===== src/rtl/gamma_lut_ctrl_pkg.sv =====
// gamma_lut_ctrl_pkg: shared state encoding, channel codes and LUT depth for the gamma LUT controller
package gamma_lut_ctrl_pkg;
  typedef enum logic [1:0] {ST_INIT, ST_IDLE, ST_PENDING, ST_SWAP} state_t;
  typedef enum logic [1:0] {CH_R = 2'd0, CH_G = 2'd1, CH_B = 2'd2, CH_RSVD = 2'd3} lut_ch_t;
  localparam int unsigned DEFAULT_DATA_WIDTH = 8;
  localparam int unsigned LUT_DEPTH = 1 << DEFAULT_DATA_WIDTH;
  function automatic int unsigned lut_depth(input int unsigned w);
    return 1 << w;
  endfunction
endpackage


===== src/rtl/gamma_lut_init_cnt.sv =====
// gamma_lut_init_cnt: bank/channel/address walker for identity-table loading, address fastest
module gamma_lut_init_cnt
  import gamma_lut_ctrl_pkg::*;
#(
  parameter int W = 8
) (
  input  logic         clk,
  input  logic         rst,
  input  logic         en,
  output logic         bank,
  output logic [1:0]   ch,
  output logic [W-1:0] addr,
  output logic         last
);
  logic         bank_q, bank_d;
  logic [1:0]   ch_q, ch_d;
  logic [W-1:0] addr_q, addr_d;
  logic         addr_end, ch_end;
  always_comb begin
    addr_end = addr_q == W'(lut_depth(W) - 1);
    ch_end   = ch_q == CH_B;
    addr_d   = en ? addr_q + 1'b1 : addr_q;
    ch_d     = (en && addr_end) ? (ch_end ? 2'd0 : ch_q + 2'd1) : ch_q;
    bank_d   = (en && addr_end && ch_end) ? ~bank_q : bank_q;
  end
  always_ff @(posedge clk) begin
    if (rst) begin
      bank_q <= 1'b0;
      ch_q   <= 2'd0;
      addr_q <= '0;
    end else begin
      bank_q <= bank_d;
      ch_q   <= ch_d;
      addr_q <= addr_d;
    end
  end
  assign bank = bank_q;
  assign ch   = ch_q;
  assign addr = addr_q;
  assign last = bank_q && ch_end && addr_end;
endmodule


===== src/rtl/gamma_lut_ctrl.sv =====
// gamma_lut_ctrl: double-buffered gamma LUT loader with identity init and frame-synchronous bank swap
module gamma_lut_ctrl
  import gamma_lut_ctrl_pkg::*;
#(
  parameter int G_DATA_WIDTH = 8
) (
  input  logic                    SYS_CLK_I,
  input  logic                    RESET_I,
  input  logic                    FRAME_START_I,
  input  logic                    HOST_WR_I,
  input  logic [1:0]              HOST_CH_I,
  input  logic [G_DATA_WIDTH-1:0] HOST_ADDR_I,
  input  logic [G_DATA_WIDTH-1:0] HOST_DATA_I,
  input  logic                    HOST_COMMIT_I,
  output logic                    HOST_READY_O,
  output logic                    LUT_WE_O,
  output logic                    LUT_BANK_O,
  output logic [1:0]              LUT_CH_O,
  output logic [G_DATA_WIDTH-1:0] LUT_ADDR_O,
  output logic [G_DATA_WIDTH-1:0] LUT_DATA_O,
  output logic                    ACTIVE_BANK_O,
  output logic                    COMMIT_PENDING_O,
  output logic                    SWAP_O,
  output logic                    INIT_DONE_O
);
  localparam int W = G_DATA_WIDTH;
  state_t       state_q, state_d;
  logic         active_q, active_d, swap_q, swap_d, pend_q, pend_d;
  logic         ready_q, ready_d, done_q, done_d, we_q, we_d, wbank_q, wbank_d;
  logic [1:0]   ch_q, ch_d;
  logic [W-1:0] addr_q, addr_d, data_q, data_d;
  logic         cnt_bank, cnt_last;
  logic [1:0]   cnt_ch;
  logic [W-1:0] cnt_addr;
  gamma_lut_init_cnt #(.W(W)) u_cnt (
    .clk (SYS_CLK_I),
    .rst (RESET_I),
    .en  (state_q == ST_INIT),
    .bank(cnt_bank),
    .ch  (cnt_ch),
    .addr(cnt_addr),
    .last(cnt_last)
  );
  always_comb begin
    state_d  = state_q;
    active_d = active_q;
    swap_d   = 1'b0;
    pend_d   = 1'b0;
    ready_d  = 1'b0;
    done_d   = done_q;
    we_d     = 1'b0;
    wbank_d  = wbank_q;
    ch_d     = ch_q;
    addr_d   = addr_q;
    data_d   = data_q;
    case (state_q)
      ST_INIT: begin
        we_d    = 1'b1;
        wbank_d = cnt_bank;
        ch_d    = cnt_ch;
        addr_d  = cnt_addr;
        data_d  = cnt_addr;
        if (cnt_last) begin
          state_d = ST_IDLE;
          done_d  = 1'b1;
          ready_d = 1'b1;
        end
      end
      ST_IDLE: begin
        ready_d = !HOST_COMMIT_I;
        if (HOST_WR_I && HOST_CH_I != CH_RSVD) begin
          we_d    = 1'b1;
          wbank_d = ~active_q;
          ch_d    = HOST_CH_I;
          addr_d  = HOST_ADDR_I;
          data_d  = HOST_DATA_I;
        end
        if (HOST_COMMIT_I) begin
          state_d = ST_PENDING;
          pend_d  = 1'b1;
        end
      end
      ST_PENDING: begin
        pend_d = !FRAME_START_I;
        if (FRAME_START_I) begin
          state_d  = ST_SWAP;
          active_d = ~active_q;
          swap_d   = 1'b1;
        end
      end
      default: begin
        state_d = ST_IDLE;
        ready_d = 1'b1;
      end
    endcase
  end
  always_ff @(posedge SYS_CLK_I) begin
    if (RESET_I) begin
      state_q  <= ST_INIT;
      active_q <= 1'b0;
      swap_q   <= 1'b0;
      pend_q   <= 1'b0;
      ready_q  <= 1'b0;
      done_q   <= 1'b0;
      we_q     <= 1'b0;
      wbank_q  <= 1'b0;
      ch_q     <= 2'd0;
      addr_q   <= '0;
      data_q   <= '0;
    end else begin
      state_q  <= state_d;
      active_q <= active_d;
      swap_q   <= swap_d;
      pend_q   <= pend_d;
      ready_q  <= ready_d;
      done_q   <= done_d;
      we_q     <= we_d;
      wbank_q  <= wbank_d;
      ch_q     <= ch_d;
      addr_q   <= addr_d;
      data_q   <= data_d;
    end
  end
  assign HOST_READY_O     = ready_q;
  assign LUT_WE_O         = we_q;
  assign LUT_BANK_O       = wbank_q;
  assign LUT_CH_O         = ch_q;
  assign LUT_ADDR_O       = addr_q;
  assign LUT_DATA_O       = data_q;
  assign ACTIVE_BANK_O    = active_q;
  assign COMMIT_PENDING_O = pend_q;
  assign SWAP_O           = swap_q;
  assign INIT_DONE_O      = done_q;
endmodule


===== config.mk =====
export PLATFORM = sky130hd
export DESIGN_NAME = gamma_lut_ctrl
export DESIGN_NICKNAME = d
export VERILOG_FILES = /design/src/rtl/gamma_lut_ctrl_pkg.sv /design/src/rtl/gamma_lut_init_cnt.sv /design/src/rtl/gamma_lut_ctrl.sv
export SDC_FILE = /design/constraint.sdc
export NUM_CORES = 1
export LEC_CHECK = 0
export ABC_AREA = 1
export CAP_MARGIN = 10
export CORE_MARGIN = 4
export CORE_UTILIZATION = 54
export CTS_CLUSTER_SIZE = 30
export DETAILED_ROUTE_END_ITERATION = 12
export PLACE_DENSITY = 0.89
export SETUP_SLACK_MARGIN = 0.5
export SLEW_MARGIN = 10
export SYNTH_ARGS = -nofsm -noshare
export SYNTH_HDL_FRONTEND = slang
export SYNTH_HIERARCHICAL = 1
export SYNTH_SLANG_ARGS = --single-unit

===== constraint.sdc =====
create_clock -name SYS_CLK_I -period 3.8 [get_ports SYS_CLK_I]
set_clock_uncertainty 0.2 [all_clocks]
set_input_delay 0.76 -clock SYS_CLK_I [delete_from_list [all_inputs] [get_ports SYS_CLK_I]]
set_output_delay 0.76 -clock SYS_CLK_I [all_outputs]
set_load 0.02 [all_outputs]

==> impl_metrics.env, run 1 <==
export IMPL_outcome="complete, no violations"
export IMPL_core_um2=3689
export IMPL_end_kind="register"
export IMPL_vias=1975
export IMPL_cts_hold_buf=0
export IMPL_async_reset_ff_frac=0
export IMPL_hold_viol_final=0
export IMPL_slew_headroom=0.4970
export IMPL_path_cells="inv_1 -> ha_1 -> inv_4 -> nand2_2 -> nand3_1 -> nand2_1 -> nor2_1"
export IMPL_drv_slew=0
export IMPL_grt_max_degree=40
export IMPL_fmax_ghz=0.4158
export IMPL_syn_cell_area_um2=2081
export IMPL_synth_top_area_share=0.3656
export IMPL_yosysUniqueCellTypes=25
export IMPL_synth_common_cells="nand2_1 (67), inv_1 (49), dfxtp_1 (38), nor2_1 (38), o21ai_0 (24)"
export IMPL_clockPowerShare=0.136
export IMPL_finalInstanceArea_um2=2575
export IMPL_synthTopCellsByArea="dfxtp_1 (37%), nand2_1 (12%), inv_1 (8.8%)"
export IMPL_dpl_instance_area_um2=2496
export IMPL_syn_inst=306
export IMPL_ys_warn_count=6
export IMPL_clkTransAtPathRegs_ps=70
export IMPL_cpLargestDelayFamily="simple AND/OR/NAND/NOR gates"
export IMPL_worstMarginPinSlew_ps=751.8
export IMPL_via_per_inst=5.013
export IMPL_rows=22
export IMPL_synth_most_common_cell="nand2_1"
export IMPL_finalSetupViolCount=0
export IMPL_area_growth_pct=23.75
export IMPL_cts_tree="built"
export IMPL_numPortBuffers=47
export IMPL_p_int_mw=1.090
export IMPL_fin_crit_ps=2405
export IMPL_drcViolationCount=0
export IMPL_antennaDiodeCount=0
export IMPL_antenna_found_initial=0
export IMPL_hold_class="register to register"
export IMPL_die_h_um=70.08
export IMPL_initial_core_util=0.5641
export IMPL_cts_sinks=38
export IMPL_fin_crit_sh=0.6329
export IMPL_ys_seq_elements=38
export IMPL_wl_per_cell_um=11.65
export IMPL_slowest_stage="ha_1"
export IMPL_gr_total_overflow=0
export IMPL_startpoint_type="register"
export IMPL_grt_setup_unrepaired="no"
export IMPL_arrival_ps=2400
export IMPL_powerDensity_nw_per_um2=744.6
export IMPL_cts_setup_buffers=0
export IMPL_layout_nets=376
export IMPL_required_ps=3790
export IMPL_crit_type="register to register"
export IMPL_dp_hpwl_um=3319
export IMPL_insertion_delay_ps=300
export IMPL_tns_ps=0
export IMPL_die_area_um2=4911
export IMPL_syn_area_per_cell_um2=6.800
export IMPL_grt_pass1_wl_um=7762
export IMPL_post_cts_resize_count=0
export IMPL_grt_pass1_vias=1761
export IMPL_cap_violations=0
export IMPL_grtUsageTotal=0.1944
export IMPL_synth_flop_cell="dfxtp_1"
export IMPL_p_sw_frac=0.4314
export IMPL_io_pins=48
export IMPL_worst_path_buf_inv=2
export IMPL_root_buffer="clkbuf_8"
export IMPL_firstDrtPassIters=4
export IMPL_power_share_sequential=0.309
export IMPL_synth_edf_count=0
export IMPL_routed_wl_um=4589
export IMPL_synth_top_area_cell="dfxtp_1"
export IMPL_p_leak_nw=1.082
export IMPL_slowest_delay_ps=670
export IMPL_chipWidth_um=70.08
export IMPL_p_comb_frac=0.555
export IMPL_gp_congestion=0.8407
export IMPL_cts_buffers_inserted=5
export IMPL_dr_first_iter_drc_count=177
export IMPL_seq_area_frac_synth=0.3656
export IMPL_path_max_fanout=38
export IMPL_ir_drop_mv=0.4522
export IMPL_syn_num_nets=336
export IMPL_cts_max_level=2
export IMPL_clk_path_buf_depth=2
export IMPL_ant_nets=0
export IMPL_drive_above_1_share=0.06647
export IMPL_p_switching_mw=0.8272
path summary, 6_finish.rpt:
path / startpoint / depth (start not counted) / slack (ps) / end
hold reg to reg: INIT_DONE_O / 2 / 260 / INIT_DONE_O
setup / recovery: state_q[1] / 7 / 1390 / LUT_ADDR_O[6]
setup reg to reg: state_q[1] / 7 / 1390 / LUT_ADDR_O[6]
hold / removal: INIT_DONE_O / 2 / 260 / INIT_DONE_O
flip-flops by register name, summed over array words and instances, names as in the netlist:
register          count
u_cnt/ch              2
COMMIT_PENDING_O      1
u_cnt/bank            1
LUT_ADDR_O            8
LUT_BANK_O            1
SWAP_O                1
LUT_CH_O              2
ACTIVE_BANK_O         1
LUT_DATA_O            8
u_cnt/addr            8
HOST_READY_O          1
INIT_DONE_O           1
state_q               2
LUT_WE_O              1
metal layers:
layer / global-route usage / routed length [um] / up-vias
met5: 0 / 0 / -
met4: 0.05957 / 57 / 0
met3: 0.05755 / 299 / 7
met2: 0.3263 / 2257 / 64
met1: 0.2389 / 1974 / 876
li1: - / - / 1028
worst reg2reg max path, stage by stage (launching register included):
cell	delay, ps
dfxtp_1	330
inv_1	150
ha_1	670
inv_4	50
nand2_2	580
nand3_1	180
nand2_1	100
nor2_1	50
power by group through the flow:
stage                     logic [mW]  registers, mW  clock network (mW)
final                           1.06          0.593               0.260
after global placement          1.04          0.597                   0
after global routing            1.19          0.609               0.281
after detailed placement        1.06          0.602                   0
after floorplan                0.713          0.714                   0
after CTS                       1.07          0.593               0.268
cells in the final DEF, fill, tap and decap left out, types with 3 or more instances in the layout:
cell and instances:
ha_1 7, dfxtp_1 38, nand2_2 3, nand2_1 67
a21oi_2 6, nand4_1 3, clkdlybuf4s50_1 47, nor2_1 38
inv_1 49, o21ai_0 24, a21oi_1 21, clkbuf_8 5
nand3_1 23
kinds of logic (layout without fill, tap and decap cells):
family	after synthesis	in the layout	share of synthesized area
flip-flops	38	38	0.3656
buffers and inverters	64	104	0.1467
adder cells (fa/ha/maj)	7	7	0.04209
XOR/XNOR	1	1	0.004210
AND/OR/NAND/NOR	143	143	0.3007
AO/OA/AOI/OAI	53	53	0.1407
cell type report:
cell class,instances,area (um^2)
fillers,321,1114
clock inverters,2,10.01
multi-input cells,204,1015
inverters,50,190.2
repair buffers,47,470.5
flip-flops and latches,38,760.7
well taps,48,60.06
clock buffers,5,68.82
metrics by stage:
stage          power [mW]  setup WS [ps]  cells    util  hold WS [ps]
2_1_floorplan       1.427           2144    306       -         287.1
3_3_place_gp        1.639           1325    387  0.6767         249.3
3_5_place_dp        1.667           1313    387  0.6767         247.5
4_1_cts             1.929           1374    394  0.6981         261.2
5_1_grt             2.083           1137    394  0.6981         291.5
6_report            1.917           1395    394  0.6981         262.4
(Power assumes the default switching activity.)
==> run 2, diff against run 1 <==
--- a/config.mk
+++ b/config.mk
@@ -8,10 +8,10 @@
 export ABC_AREA = 1
 export CAP_MARGIN = 10
 export CORE_MARGIN = 4
-export CORE_UTILIZATION = 54
+export CORE_UTILIZATION = 50
 export CTS_CLUSTER_SIZE = 30
 export DETAILED_ROUTE_END_ITERATION = 12
-export PLACE_DENSITY = 0.89
+export PLACE_DENSITY = 0.84
 export SETUP_SLACK_MARGIN = 0.5
 export SLEW_MARGIN = 10
 export SYNTH_ARGS = -nofsm -noshare
==> constraint.sdc (replaced) <==
create_clock -name SYS_CLK_I -period 2.35 [get_ports SYS_CLK_I]
set_clock_uncertainty 0.2 [all_clocks]
set_input_delay 0.47 -clock SYS_CLK_I [delete_from_list [all_inputs] [get_ports SYS_CLK_I]]
set_output_delay 0.47 -clock SYS_CLK_I [all_outputs]
set_load 0.02 [all_outputs]
==> run 2 against run 1 <==
Effect of this change:
- cell count grew 3.0%
- flip-flop and latch count is the same
- combinational power rose by 67%
- utilization fell by 2.7 points
- critical endpoint is now u_cnt/addr[7]
- largest cell class unchanged
- largest power group unchanged
- highest routed layer unchanged
==> impl_metrics.env, run 2 (synthesis gave the netlist of run 1 again) <==
export IMPL_outcome="complete, no violations"
export IMPL_required_ps=2340
export IMPL_dp_hpwl_um=3507
export IMPL_end_kind="register"
export IMPL_io_pins=48
export IMPL_startpoint="state_q[0]"
export IMPL_routed_wl_um=5084
export IMPL_path_cells="inv_2 -> ha_4 -> buf_4 -> nand2_2 -> nor2_4 -> nand3_2 -> o21ai_0 -> nor2_1"
export IMPL_ff2ff_path_depth=8
export IMPL_via_per_inst=5.101
export IMPL_finalSetupViolCount=0
export IMPL_clkTransAtPathRegs_ps=80
export IMPL_core_um2=4000
export IMPL_crit_type="register to register"
export IMPL_drv_slew=0
export IMPL_finalInstanceArea_um2=2683
export IMPL_multi_input_area_um2=1077
export IMPL_clk_path_buf_depth=2
export IMPL_die_area_um2=5258
export IMPL_drcViolationCount=0
export IMPL_firstDrtPassIters=4
export IMPL_startpoint_type="register"
export IMPL_nFillCells=348
export IMPL_dr_first_iter_drc_count=164
export IMPL_area_growth_pct=28.92
export IMPL_p_leak_nw=1.225
export IMPL_cap_violations=0
export IMPL_drive_above_1_share=0.1124
export IMPL_path_max_fanout=7
export IMPL_numPortBuffers=47
export IMPL_layout_commonest_cell="nand2_1"
export IMPL_vias=2071
export IMPL_fin_crit_sh=0.7445
export IMPL_wl_per_cell_um=12.52
export IMPL_insertion_delay_ps=290
export IMPL_slowest_stage="dfxtp_1"
export IMPL_grt_max_degree=40
export IMPL_cts_max_level=2
export IMPL_arrival_ps=1740
export IMPL_slew_headroom=0.8188
export IMPL_hold_viol_final=0
export IMPL_regArea_um2=762.0
export IMPL_layout_nets=385
export IMPL_gr_total_overflow=0
export IMPL_grtUsageTotal=0.1961
export IMPL_hold_depth=2
export IMPL_gp_congestion=0.9008
export IMPL_dp_cells=396
export IMPL_rr_startpoint="state_q[0]"
export IMPL_grt_setup_unrepaired="yes"
export IMPL_tns_ps=0
export IMPL_fin_cells=406
export IMPL_slowest_delay_ps=380
export IMPL_root_buffer="clkbuf_8"
export IMPL_powerDensity_nw_per_um2=1191
export IMPL_cts_tree="built"
export IMPL_cts_buffers_inserted=5
export IMPL_grt_pass1_vias=1904
export IMPL_chipWidth_um=72.51
export IMPL_layout_common_cells="nand2_1 (67), inv_1 (47), nor2_1 (38), dfxtp_1 (37), dlygate4sd2_1 (25)"
export IMPL_cts_sinks=38
export IMPL_antennaDiodeCount=0
export IMPL_fin_crit_ps=1749
export IMPL_ant_nets=0
export IMPL_ir_drop_mv=0.5273
export IMPL_cts_hold_buf=0
export IMPL_worstMarginPinSlew_ps=268.9
export IMPL_die_h_um=72.51
export IMPL_cp_endpoint="u_cnt/addr[7]"
export IMPL_initial_core_util=0.5202
export IMPL_hold_class="register to register"
export IMPL_p_total_mw=3.194
export IMPL_grt_pass1_wl_um=8169
export IMPL_r2r_end="u_cnt/addr[7]"
export IMPL_fmax_ghz=0.5716
export IMPL_rows=23
export IMPL_reg2reg_setup_slack_ps=600
export IMPL_antenna_found_initial=0
export IMPL_dpl_instance_area_um2=2551
==> run 2: how the worst min path moves through the flow <==
stage / startpoint / endpoint
global placement: INIT_DONE_O / INIT_DONE_O
finish: INIT_DONE_O / INIT_DONE_O
CTS: INIT_DONE_O / INIT_DONE_O
global route: INIT_DONE_O / INIT_DONE_O
detailed placement: INIT_DONE_O / INIT_DONE_O
floorplan: u_cnt/addr[0] / u_cnt/addr[0]
==> run 2: area by class of cell <==
cell class | instances | share of cell area
clock buffers | 7 | 0.03218
repair buffers | 55 | 0.1861
flip-flops and latches | 38 | 0.2840
well taps | 50 | 0.02332
multi-input cells | 205 | 0.4016
clock inverters | 1 | 0.001866
inverters | 50 | 0.07090
==> run 2: report_power, final <==
group	internal (mW)	total, mW	switching [mW]
logic	0.710	1.77	1.06
registers	0.843	0.960	0.117
clock network	0.237	0.469	0.232
==> run 2: what timing repair did <==
| item | CTS | global route |
|---|---|---|
| cloned | 0 | 1 |
| resized for setup | 27 | 11 |
| pin swaps | 0 | 2 |
| setup endpoints to repair | 45 | 28 |
| setup buffers | 0 | 1 |
==> run 2: metrics by stage <==
step | hold WS, ps | setup WS [ps] | util
final | 273.8 | 600.5 | 0.6706
after global routing | 303.0 | 451.4 | 0.6706
after CTS | 277.6 | 458.8 | 0.6547
after detailed placement | 266.1 | 296.9 | 0.6378
after global placement | 247.5 | 334.3 | 0.6378
after floorplan | 287.1 | 739.6 | -
==> run 2: layer usage <==
metal,track usage,part of all wire,up-vias
met4,0.06762,0.0075,0
met5,0,0,-
li1,-,-,1052
met2,0.3306,0.49,69
met1,0.2395,0.43,945
met3,0.05540,0.069,5
==> run 2: worst max-delay path, delay by kind of cell (launching register included) <==
family                   cells  cell delay (ps)
AO/OA/AOI/OAI                1              190
adder cells (fa/ha/maj)      1              190
buffers and inverters        2              280
flip-flops                   1              380
AND/OR/NAND/NOR              4              390
